==> src/rtl/video_timing_recover_if.sv <==
// Pixel-stream bundle between a sync source (master) and the timing recovery block (slave).
// CE_PIX qualifies HSYNC/VSYNC/CHBL: they are sampled only on cycles with CE_PIX=1; there is no backpressure.
interface video_timing_recover_if;
  logic       CE_PIX;
  logic       HSYNC;
  logic       VSYNC;
  logic       CHBL;
  logic [9:0] PIX_X;
  logic [8:0] PIX_Y;
  logic [9:0] LINE_LEN;
  logic [8:0] FRAME_LINES;
  logic       PAL_DET;
  logic       NTSC_DET;
  logic       LOCKED;
  logic       FRAME_START;
  logic       DE;
  logic [1:0] DBG_STATE;

  modport master (
    output CE_PIX, HSYNC, VSYNC, CHBL,
    input  PIX_X, PIX_Y, LINE_LEN, FRAME_LINES, PAL_DET, NTSC_DET, LOCKED, FRAME_START, DE, DBG_STATE
  );

  modport slave (
    input  CE_PIX, HSYNC, VSYNC, CHBL,
    output PIX_X, PIX_Y, LINE_LEN, FRAME_LINES, PAL_DET, NTSC_DET, LOCKED, FRAME_START, DE, DBG_STATE
  );
endinterface

==> src/rtl/video_timing_recover.sv <==
// Rebuilds pixel/line position from sampled HSYNC/VSYNC/CHBL, measures line and frame length,
// and classifies a stable raster as PAL or NTSC once two clean frames agree.
module video_timing_recover #(
  parameter int H_NOM  = 384,
  parameter int H_TOL  = 2,
  parameter int V_PAL  = 312,
  parameter int V_NTSC = 264,
  parameter int H_MAX  = 1023
) (
  input  logic                  CLK_24MB,
  input  logic                  nRESETP,
  video_timing_recover_if.slave vid
);

  typedef enum logic [1:0] {
    ST_SEARCH  = 2'd0,
    ST_MEASURE = 2'd1,
    ST_LOCKED  = 2'd2
  } state_t;

  localparam logic [9:0] C_H_NOM  = 10'(H_NOM);
  localparam logic [9:0] C_H_TOL  = 10'(H_TOL);
  localparam logic [9:0] C_H_MAX  = 10'(H_MAX);
  localparam logic [8:0] C_V_PAL  = 9'(V_PAL);
  localparam logic [8:0] C_V_NTSC = 9'(V_NTSC);
  localparam logic [8:0] C_V_MAX  = 9'd511;

  state_t     r_state;
  state_t     w_state_nxt;
  logic       w_ref_load;
  logic       r_hs_d;
  logic       r_vs_d;
  logic       r_chbl;
  logic       r_vpend;
  logic       r_frame_bad;
  logic       r_frame_start;
  logic [9:0] r_hcnt;
  logic [9:0] r_line_len;
  logic [8:0] r_vcnt;
  logic [8:0] r_frame_lines;
  logic [8:0] r_ref_lines;

  logic       w_hs_fall;
  logic       w_vs_fall;
  logic       w_close;
  logic       w_wdog;
  logic [9:0] w_hcnt_inc;
  logic [9:0] w_line_diff;
  logic       w_line_ok;
  logic [8:0] w_vcnt_inc;
  logic       w_frame_ok;
  logic       w_clean;

  assign w_hs_fall  = vid.CE_PIX & r_hs_d & ~vid.HSYNC;
  assign w_vs_fall  = vid.CE_PIX & r_vs_d & ~vid.VSYNC;
  // A VSYNC edge landing on the same sample as the HSYNC edge closes the frame right there.
  assign w_close    = w_hs_fall & (r_vpend | w_vs_fall);
  assign w_hcnt_inc = (r_hcnt == C_H_MAX) ? C_H_MAX : r_hcnt + 10'd1;
  assign w_vcnt_inc = (r_vcnt == C_V_MAX) ? C_V_MAX : r_vcnt + 9'd1;
  assign w_wdog     = vid.CE_PIX & ~w_hs_fall & (w_hcnt_inc == C_H_MAX);

  // w_hcnt_inc is the length of the line that ends at this HSYNC edge.
  assign w_line_diff = (w_hcnt_inc >= C_H_NOM) ? (w_hcnt_inc - C_H_NOM) : (C_H_NOM - w_hcnt_inc);
  assign w_line_ok   = (w_line_diff <= C_H_TOL);
  assign w_frame_ok  = (w_vcnt_inc == C_V_PAL) | (w_vcnt_inc == C_V_NTSC);
  assign w_clean     = ~r_frame_bad & w_line_ok;

  always_comb begin
    w_state_nxt = r_state;
    w_ref_load  = 1'b0;
    if (w_wdog) begin
      w_state_nxt = ST_SEARCH;
    end else if (w_hs_fall) begin
      case (r_state)
        ST_SEARCH: begin
          if (w_close & w_clean & w_frame_ok) begin
            w_state_nxt = ST_MEASURE;
            w_ref_load  = 1'b1;
          end
        end
        ST_MEASURE: begin
          if (w_close) begin
            w_state_nxt = (w_clean & (w_vcnt_inc == r_ref_lines)) ? ST_LOCKED : ST_SEARCH;
          end
        end
        ST_LOCKED: begin
          if (~w_line_ok | (w_close & (w_vcnt_inc != r_ref_lines))) begin
            w_state_nxt = ST_SEARCH;
          end
        end
        default: w_state_nxt = ST_SEARCH;
      endcase
    end
  end

  always_ff @(posedge CLK_24MB) begin
    if (!nRESETP) r_state <= ST_SEARCH;
    else          r_state <= w_state_nxt;
  end

  always_ff @(posedge CLK_24MB) begin
    if (!nRESETP) begin
      r_hs_d        <= 1'b1;
      r_vs_d        <= 1'b1;
      r_chbl        <= 1'b1;
      r_vpend       <= 1'b0;
      r_frame_bad   <= 1'b0;
      r_frame_start <= 1'b0;
      r_hcnt        <= '0;
      r_line_len    <= '0;
      r_vcnt        <= '0;
      r_frame_lines <= '0;
      r_ref_lines   <= '0;
    end else begin
      r_frame_start <= 1'b0;
      if (w_ref_load) r_ref_lines <= w_vcnt_inc;
      if (vid.CE_PIX) begin
        r_hs_d <= vid.HSYNC;
        r_vs_d <= vid.VSYNC;
        r_chbl <= vid.CHBL;
        if (w_hs_fall) begin
          r_hcnt     <= '0;
          r_line_len <= w_hcnt_inc;
          if (w_close) begin
            r_frame_lines <= w_vcnt_inc;
            r_vcnt        <= '0;
            r_vpend       <= 1'b0;
            r_frame_start <= 1'b1;
            r_frame_bad   <= 1'b0;
          end else begin
            r_vcnt      <= w_vcnt_inc;
            r_frame_bad <= r_frame_bad | ~w_line_ok;
          end
        end else begin
          r_hcnt  <= w_hcnt_inc;
          r_vpend <= r_vpend | w_vs_fall;
        end
      end
    end
  end

  assign vid.PIX_X       = r_hcnt;
  assign vid.PIX_Y       = r_vcnt;
  assign vid.LINE_LEN    = r_line_len;
  assign vid.FRAME_LINES = r_frame_lines;
  assign vid.LOCKED      = (r_state == ST_LOCKED);
  assign vid.PAL_DET     = (r_state == ST_LOCKED) & (r_frame_lines == C_V_PAL);
  assign vid.NTSC_DET    = (r_state == ST_LOCKED) & (r_frame_lines == C_V_NTSC);
  assign vid.FRAME_START = r_frame_start;
  assign vid.DE          = (r_state == ST_LOCKED) & ~r_chbl;
  assign vid.DBG_STATE   = r_state;

endmodule

==> src/flat_wrapper.sv <==
// flat-port wrapper written by rule: the top's interface ports become plain ports
module video_timing_recover_flat 
#(
  parameter int H_NOM  = 384,
  parameter int H_TOL  = 2,
  parameter int V_PAL  = 312,
  parameter int V_NTSC = 264,
  parameter int H_MAX  = 1023
)
  (CLK_24MB, nRESETP, vid_CE_PIX, vid_HSYNC, vid_VSYNC, vid_CHBL, vid_PIX_X, vid_PIX_Y, vid_LINE_LEN, vid_FRAME_LINES, vid_PAL_DET, vid_NTSC_DET, vid_LOCKED, vid_FRAME_START, vid_DE, vid_DBG_STATE);
  video_timing_recover_if vid_i ();
  input  logic CLK_24MB;
  input  logic nRESETP;
  input wire logic [$bits(vid_i.CE_PIX)-1:0] vid_CE_PIX;
  input wire logic [$bits(vid_i.HSYNC)-1:0] vid_HSYNC;
  input wire logic [$bits(vid_i.VSYNC)-1:0] vid_VSYNC;
  input wire logic [$bits(vid_i.CHBL)-1:0] vid_CHBL;
  output wire logic [$bits(vid_i.PIX_X)-1:0] vid_PIX_X;
  output wire logic [$bits(vid_i.PIX_Y)-1:0] vid_PIX_Y;
  output wire logic [$bits(vid_i.LINE_LEN)-1:0] vid_LINE_LEN;
  output wire logic [$bits(vid_i.FRAME_LINES)-1:0] vid_FRAME_LINES;
  output wire logic [$bits(vid_i.PAL_DET)-1:0] vid_PAL_DET;
  output wire logic [$bits(vid_i.NTSC_DET)-1:0] vid_NTSC_DET;
  output wire logic [$bits(vid_i.LOCKED)-1:0] vid_LOCKED;
  output wire logic [$bits(vid_i.FRAME_START)-1:0] vid_FRAME_START;
  output wire logic [$bits(vid_i.DE)-1:0] vid_DE;
  output wire logic [$bits(vid_i.DBG_STATE)-1:0] vid_DBG_STATE;
  assign vid_i.CE_PIX = vid_CE_PIX;
  assign vid_i.HSYNC = vid_HSYNC;
  assign vid_i.VSYNC = vid_VSYNC;
  assign vid_i.CHBL = vid_CHBL;
  assign vid_PIX_X = vid_i.PIX_X;
  assign vid_PIX_Y = vid_i.PIX_Y;
  assign vid_LINE_LEN = vid_i.LINE_LEN;
  assign vid_FRAME_LINES = vid_i.FRAME_LINES;
  assign vid_PAL_DET = vid_i.PAL_DET;
  assign vid_NTSC_DET = vid_i.NTSC_DET;
  assign vid_LOCKED = vid_i.LOCKED;
  assign vid_FRAME_START = vid_i.FRAME_START;
  assign vid_DE = vid_i.DE;
  assign vid_DBG_STATE = vid_i.DBG_STATE;
  video_timing_recover #(.H_NOM(H_NOM), .H_TOL(H_TOL), .V_PAL(V_PAL), .V_NTSC(V_NTSC), .H_MAX(H_MAX)) u_core (.CLK_24MB(CLK_24MB), .nRESETP(nRESETP), .vid(vid_i));
endmodule
==> config.mk <==
export PLATFORM = sky130hd
export DESIGN_NAME = video_timing_recover_flat
export DESIGN_NICKNAME = d
export VERILOG_FILES = /design/src/rtl/video_timing_recover_if.sv /design/src/rtl/video_timing_recover.sv /design/src/flat_wrapper.sv
export SDC_FILE = /design/constraint.sdc
export NUM_CORES = 1
export LEC_CHECK = 0
export CORE_MARGIN = 4
export CORE_UTILIZATION = 55
export CTS_BUF_LIST = sky130_fd_sc_hd__clkbuf_4 sky130_fd_sc_hd__clkbuf_8
export CTS_CLUSTER_SIZE = 12
export DETAILED_ROUTE_END_ITERATION = 8
export HOLD_SLACK_MARGIN = 0.08
export PLACE_DENSITY = 0.94
export SYNTH_ARGS = -nofsm -noshare
export SYNTH_HDL_FRONTEND = slang
export SYNTH_SLANG_ARGS = --single-unit
==> constraint.sdc <==
create_clock -name CLK_24MB -period 5.6 [get_ports CLK_24MB]
set_clock_uncertainty 0.2 [all_clocks]
set_input_delay 0.56 -clock CLK_24MB [delete_from_list [all_inputs] [get_ports CLK_24MB]]
set_output_delay 0.56 -clock CLK_24MB [all_outputs]
set_load 0.01 [all_outputs]
After elaboration in Yosys (flattened, before gate mapping)
Index checks and enable logic that the tools add are counted.
{ "word_totals": {"reg_bits": 55, "in_bits": 6, "output_inout_bits": 45, "word_cells": 84} }
{ "op_classes": {"add_sub_neg": 4, "order_cmp": 2, "n_eq_ne": 15, "mux": 18, "bitwise": 26, "n_reduce_logical": 7} }
{ "op_table": {"columns": ["cell", "count"], "rows": [
  ["9-bit equality test (second input constant)", 5],
  ["10-bit 2-to-1 mux", 3],
  ["10-bit equality test (second input constant)", 2],
  ["9-bit 2-to-1 mux", 2],
  ["1-bit AND", 15],
  ["10-bit by 1-bit adder with 10-bit output (second input constant)", 1],
  ["10-bit by 9-bit >= comparator with 1-bit output (second input constant)", 1],
  ["10-bit by 2-bit <= comparator with 1-bit output (second input constant)", 1],
  ["10-bit by 9-bit subtractor with 10-bit output (second input constant)", 1],
  ["9-bit by 10-bit subtractor with 10-bit output (first input constant)", 1],
  ["9-bit by 1-bit adder with 9-bit output (second input constant)", 1],
  ["9-bit equality test", 1],
  ["9-bit inequality test", 1],
  ["1-bit 2-to-1 mux", 8],
  ["2-bit 2-to-1 mux", 4],
  ["1-bit inverter", 7],
  ["2-bit by 1-bit inequality test with 1-bit output (second input constant)", 3],
  ["2-bit one-hot mux with 3 select lines", 1],
  ["3-bit AND reduction", 2],
  ["1-bit OR", 4],
  ["2-bit AND reduction", 2],
  ["4-bit AND reduction", 1],
  ["2-bit by 1-bit equality test with 1-bit output (second input constant)", 1],
  ["2-bit equality test (second input constant)", 1],
  ["other kinds (3)", 3]
]} }

Depth between registers and ports, before layout
{ "logic_depth": {"depth_word": 12, "ltp_mapped": 12, "ltp_nobuf": 12} }

Worst setup path after synthesis
No wires, ideal clock.
{ "synth_timing": {"path_kind": "reg-to-reg", "from": "register u_core.r_hcnt[1] (netlist: u_core.vid.PIX_X[1])", "to": "register u_core.r_ref_lines[4]", "setup_time_ns": 0.095, "t_arrival_ns": 2.841, "required_ns": 5.305, "slack_ns": 2.463, "path_stages_with_launch": 13, "path_buffers": 0, "period_less_slack_ns": 3.137, "cell_sequence": "dfxtp_1 ha_1 nand2_1 nor3_2 nor2_1 ha_1 nand3_1 o32ai_1 a21oi_1 a21oi_1 o311ai_4 nand4_4 a221oi_1"} }
{ "synth_via": {"elab_chain_cells": 12, "word_cells_on_any_way": 17, "cone_classes": "add/sub (3); order compare (2); eq/ne (2); mux (6); bitwise (4)"} }
{ "synth_lines": {"columns": ["element", "line_no", "source"], "rows": [
  ["start: declaration", "video_timing_recover.sv:37", "logic [9:0] r_hcnt;"],
  ["start signal: assignment", "video_timing_recover.sv:135", "r_hcnt <= w_hcnt_inc;"],
  ["10-bit by 1-bit adder with 10-bit output / 10-bit equality test (equally long branches)", "video_timing_recover.sv:58", "assign w_hcnt_inc = (r_hcnt == C_H_MAX) ? C_H_MAX : r_hcnt + 10'd1;"],
  ["10-bit 2-to-1 mux *", "video_timing_recover.sv:58", null],
  ["9-bit by 10-bit subtractor with 10-bit output (tied with other cells)", "video_timing_recover.sv:63", "assign w_line_diff = (w_hcnt_inc >= C_H_NOM) ? (w_hcnt_inc - C_H_NOM) : (C_H_NOM - w_hcnt_inc);"],
  ["10-bit 2-to-1 mux", "video_timing_recover.sv:63", null],
  ["10-bit by 2-bit <= comparator with 1-bit output", "video_timing_recover.sv:64", "assign w_line_ok = (w_line_diff <= C_H_TOL);"],
  ["1-bit AND", "video_timing_recover.sv:66", "assign w_clean = ~r_frame_bad & w_line_ok;"],
  ["1-bit AND (2 in a row)", "video_timing_recover.sv:76", "if (w_close & w_clean & w_frame_ok) begin"],
  ["1-bit 2-to-1 mux", "video_timing_recover.sv:76", null],
  ["1-bit 2-to-1 mux", "video_timing_recover.sv:74", "case (r_state)"],
  ["1-bit 2-to-1 mux", "video_timing_recover.sv:73", "end else if (w_hs_fall) begin"],
  ["1-bit 2-to-1 mux *", "video_timing_recover.sv:71", "if (w_wdog) begin"],
  ["end signal: assignment", "video_timing_recover.sv:116", "if (w_ref_load) r_ref_lines <= w_vcnt_inc;"],
  ["end: declaration", "video_timing_recover.sv:41", "logic [8:0] r_ref_lines;"]
]} }
Mark *: on every way between the ends. The rest lies on a longest branch, timed or not.
A chain may end at the register's enable or synchronous reset.

Final worst setup path
{ "layout_timing": {"from": "register u_core.r_hcnt[0] (netlist: u_core.vid.PIX_X[0])", "to": "register u_core.r_ref_lines[4]"} }
The elaborated chain is that of the path after synthesis.

==> metrics.txt <==
status complete, no violations; sequential-to-total area share from yosys stat 0.350; starting density of the core 0.568; met3 usage 0.0405; largest net degree at the start of global routing 39; Avg Cell Area, Syn 7.67 um^2; hold slack 283 ps; number of synthesized flops with an enable pin 0; Clock Latency Late Sink between 300 and 400 ps; GRT busiest layer met2; post-synthesis adder-cell area fraction 0.0159; Setup Buffers After CTS 0; Final WS setup 2000 ps; Die Y-Extent 83.6 um; die width between 80 and 90 um; cts repair resizes 0; Root Buffer clkbuf_8; Worst Hold Path Cells 2; static leakage roughly 1.3 nW; Overflow after GRT 0; post-route ant nets 0; routed via count roughly 3,300; M1 GR Usage 0.328; mapped cell area between 3000 and 4000 um^2; row count 27; drt via density 6.31; Final TNS setup 0 ps; leading area contributor after synthesis dfxtp_1; Non-Filler Instances 518; Worst Reg2Reg Path Length in Cells 12; Slew @ Worst Pin about 1200 ps; VDD IR max 0.000133 V; max_cap viols 0; top post-synthesis cells by area dfxtp_1 (35%), nor2_1 (7.8%), a21oi_1 (6.2%); synth unique cells 63; Area Growth Syn to Fin 18.9%; Iter 0 DRT Violations ~420; Final Hold Fails 0; CTS buffer count 5; Post-Route WL roughly 8300 um; Rel. slew slack 0.217; core area 5540 um^2; largest family of logic cells by synthesized area simple AND/OR/NAND/NOR gates; fin crit period 3600 ps; placed standard-cell area 3650 um^2; crit path DAT 3610 ps; Reg clk slew, reported paths 110 ps; CTS tree done; worst-path fanout max 10; first-pass GRT wire length 13,800 um; # IOs 51; Mapped Nets 420; final setup vio count 0; ys flop type dfxtp_1; die area 6990 um^2; Residual DRC 0; number of antenna violations at the first check in global routing 0; DRT Pass-1 Iters 6; critical path class reg -> reg; H-Tree Depth 2; number of global-route vias before repair around 2,900; # nets final 455; number of diodes 0; dpl ws 2080 ps; M2 GR Usage 0.377; Seq cells post-synth 55; Sink Count 55; Synth top area share 0.350; hold crit path type reg -> reg; asr flop ratio synth 0; Total GRT Usage 0.233; simple-gate share of the synthesized area 0.286; Worst Path Required about 5600 ps; Final Cell Area between 3000 and 4000 um^2; fraction of layout instances using a drive strength above 1 0.0561; area share of xor/xnor cells in the synthesized design 0.0386; Synth Area in Compound Gates 0.230; mux cell area share after synthesis 0.0227; CTS Hold Bufs 0; Worst setup SP type flip-flop; Placed Instances 510; Pins Over Slew Limit 0; Cells after Synth 410; fin crit share 0.643; routed length per placed instance 16.1 um; final HPWL from detailed placement 6050 um; Bufs on Longest Clock Path 2; synth warn 0; CP endpoint kind flip-flop; PortBufs 50; RSZ-0062 raised after global routing no; Routability Congestion 0.935; fmax approximately 280 MHz; power density cells 192 nW/um^2
per-stage QoR:
stage | utilization | total power, mW
after floorplan | - | 0.467
after global placement | 0.658 | 0.495
after detailed placement | 0.658 | 0.497
after CTS | 0.675 | 0.717
after global routing | 0.675 | 0.743
final | 0.675 | 0.717
state kept, by name (all words and copies together), names as in the netlist:
register                count
u_core.r_chbl               1
u_core.r_frame_bad          1
u_core.r_hs_d               1
u_core.r_ref_lines          9
u_core.r_vpend              1
u_core.r_vs_d               1
u_core.vid.DBG_STATE        2
u_core.vid.FRAME_LINES      9
u_core.vid.FRAME_START      1
u_core.vid.LINE_LEN        10
u_core.vid.PIX_X           10
u_core.vid.PIX_Y            9
power by group:
group	internal, mW	switching (mW)	total [mW]
Sequential	0.399	0.00677	0.406
Clock	0.0901	0.137	0.227
Combinational	0.0343	0.0494	0.0837
Total	0.524	0.194	0.717
worst max-delay path, cell delays in order, from the launching register on:
cell and delay, ps:
dfxtp_1 380, ha_1 300, nand2_1 190, nor3_2 110, nor2_1 230, ha_1 280
inv_1 60, o32ai_1 470, and3_1 280, a21oi_1 80, o311ai_4 380, nand4_4 220
a221oi_1 330
synth_stat cells (3+ instances only):
cell type / count
nand4_1: 6
o211ai_1: 3
mux2i_1: 6
nor2_1: 65
nor4_1: 4
dfxtp_1: 55
a22oi_1: 4
xor2_1: 5
a21oi_1: 39
o21a_1: 4
o21ai_0: 11
nor3_1: 15
xnor2_1: 7
ha_1: 4
and3_1: 12
clkbuf_1: 15
a211oi_1: 8
a31oi_1: 9
o31ai_1: 4
nand3_1: 14
inv_1: 19
and4_1: 3
buf_2: 4
nand2_1: 41
path summary, 6_finish.rpt:
path                               start                endpoint  slack, ps
setup reg to reg     u_core.vid.PIX_X[0]   u_core.r_ref_lines[4]       2000
setup / recovery     u_core.vid.PIX_X[0]   u_core.r_ref_lines[4]       2000
hold reg to reg   u_core.vid.LINE_LEN[7]  u_core.vid.LINE_LEN[7]        280
hold / removal    u_core.vid.LINE_LEN[7]  u_core.vid.LINE_LEN[7]        280
placed cells by master, fill, tap and decap left out, types with 5 or more instances in the layout:
master           netlist  layout
nor2_1                65      65
dfxtp_1               55      55
clkdlybuf4s50_1        0      50
nand2_1               41      41
a21oi_1               39      39
inv_1                 19      19
nor3_1                15      15
nand3_1               14      14
and3_1                12      12
o21ai_0               11      11
a31oi_1                9       9
a211oi_1               8       8
xnor2_1                7       7
nand4_1                6       6
mux2i_1                6       6
xor2_1                 5       5
clkbuf_8               0       5
cells by family (layout without fill, tap and decap cells):
| family | count (synthesis) | in the layout |
|---|---|---|
| AND/OR/NAND/NOR | 178 | 178 |
| AO/OA/AOI/OAI | 109 | 109 |
| flip-flops | 55 | 55 |
| buffers and inverters | 44 | 80 |
| XOR/XNOR | 13 | 13 |
| multiplexers | 7 | 7 |
| adder cells (fa/ha/maj) | 4 | 4 |
layer usage:
metal | part of all wire | vias to the layer above
li1 | - | 1543
met1 | 0.45 | 1543
met2 | 0.46 | 177
met3 | 0.085 | 8
met4 | 0.0085 | 0
met5 | 0 | -
final cells by class:
| class | instances | area, um^2 |
|---|---|---|
| Timing Repair Buffer | 52 | 515 |
| Fill cell | 484 | 1800 |
| Multi-Input combinational cell | 311 | 1870 |
| Sequential cell | 55 | 1100 |
| Clock inverter | 3 | 22.5 |
| Inverter | 20 | 75.1 |
| Tap cell | 72 | 90.1 |
| Clock buffer | 5 | 68.8 |
(Power assumes the default switching activity.)
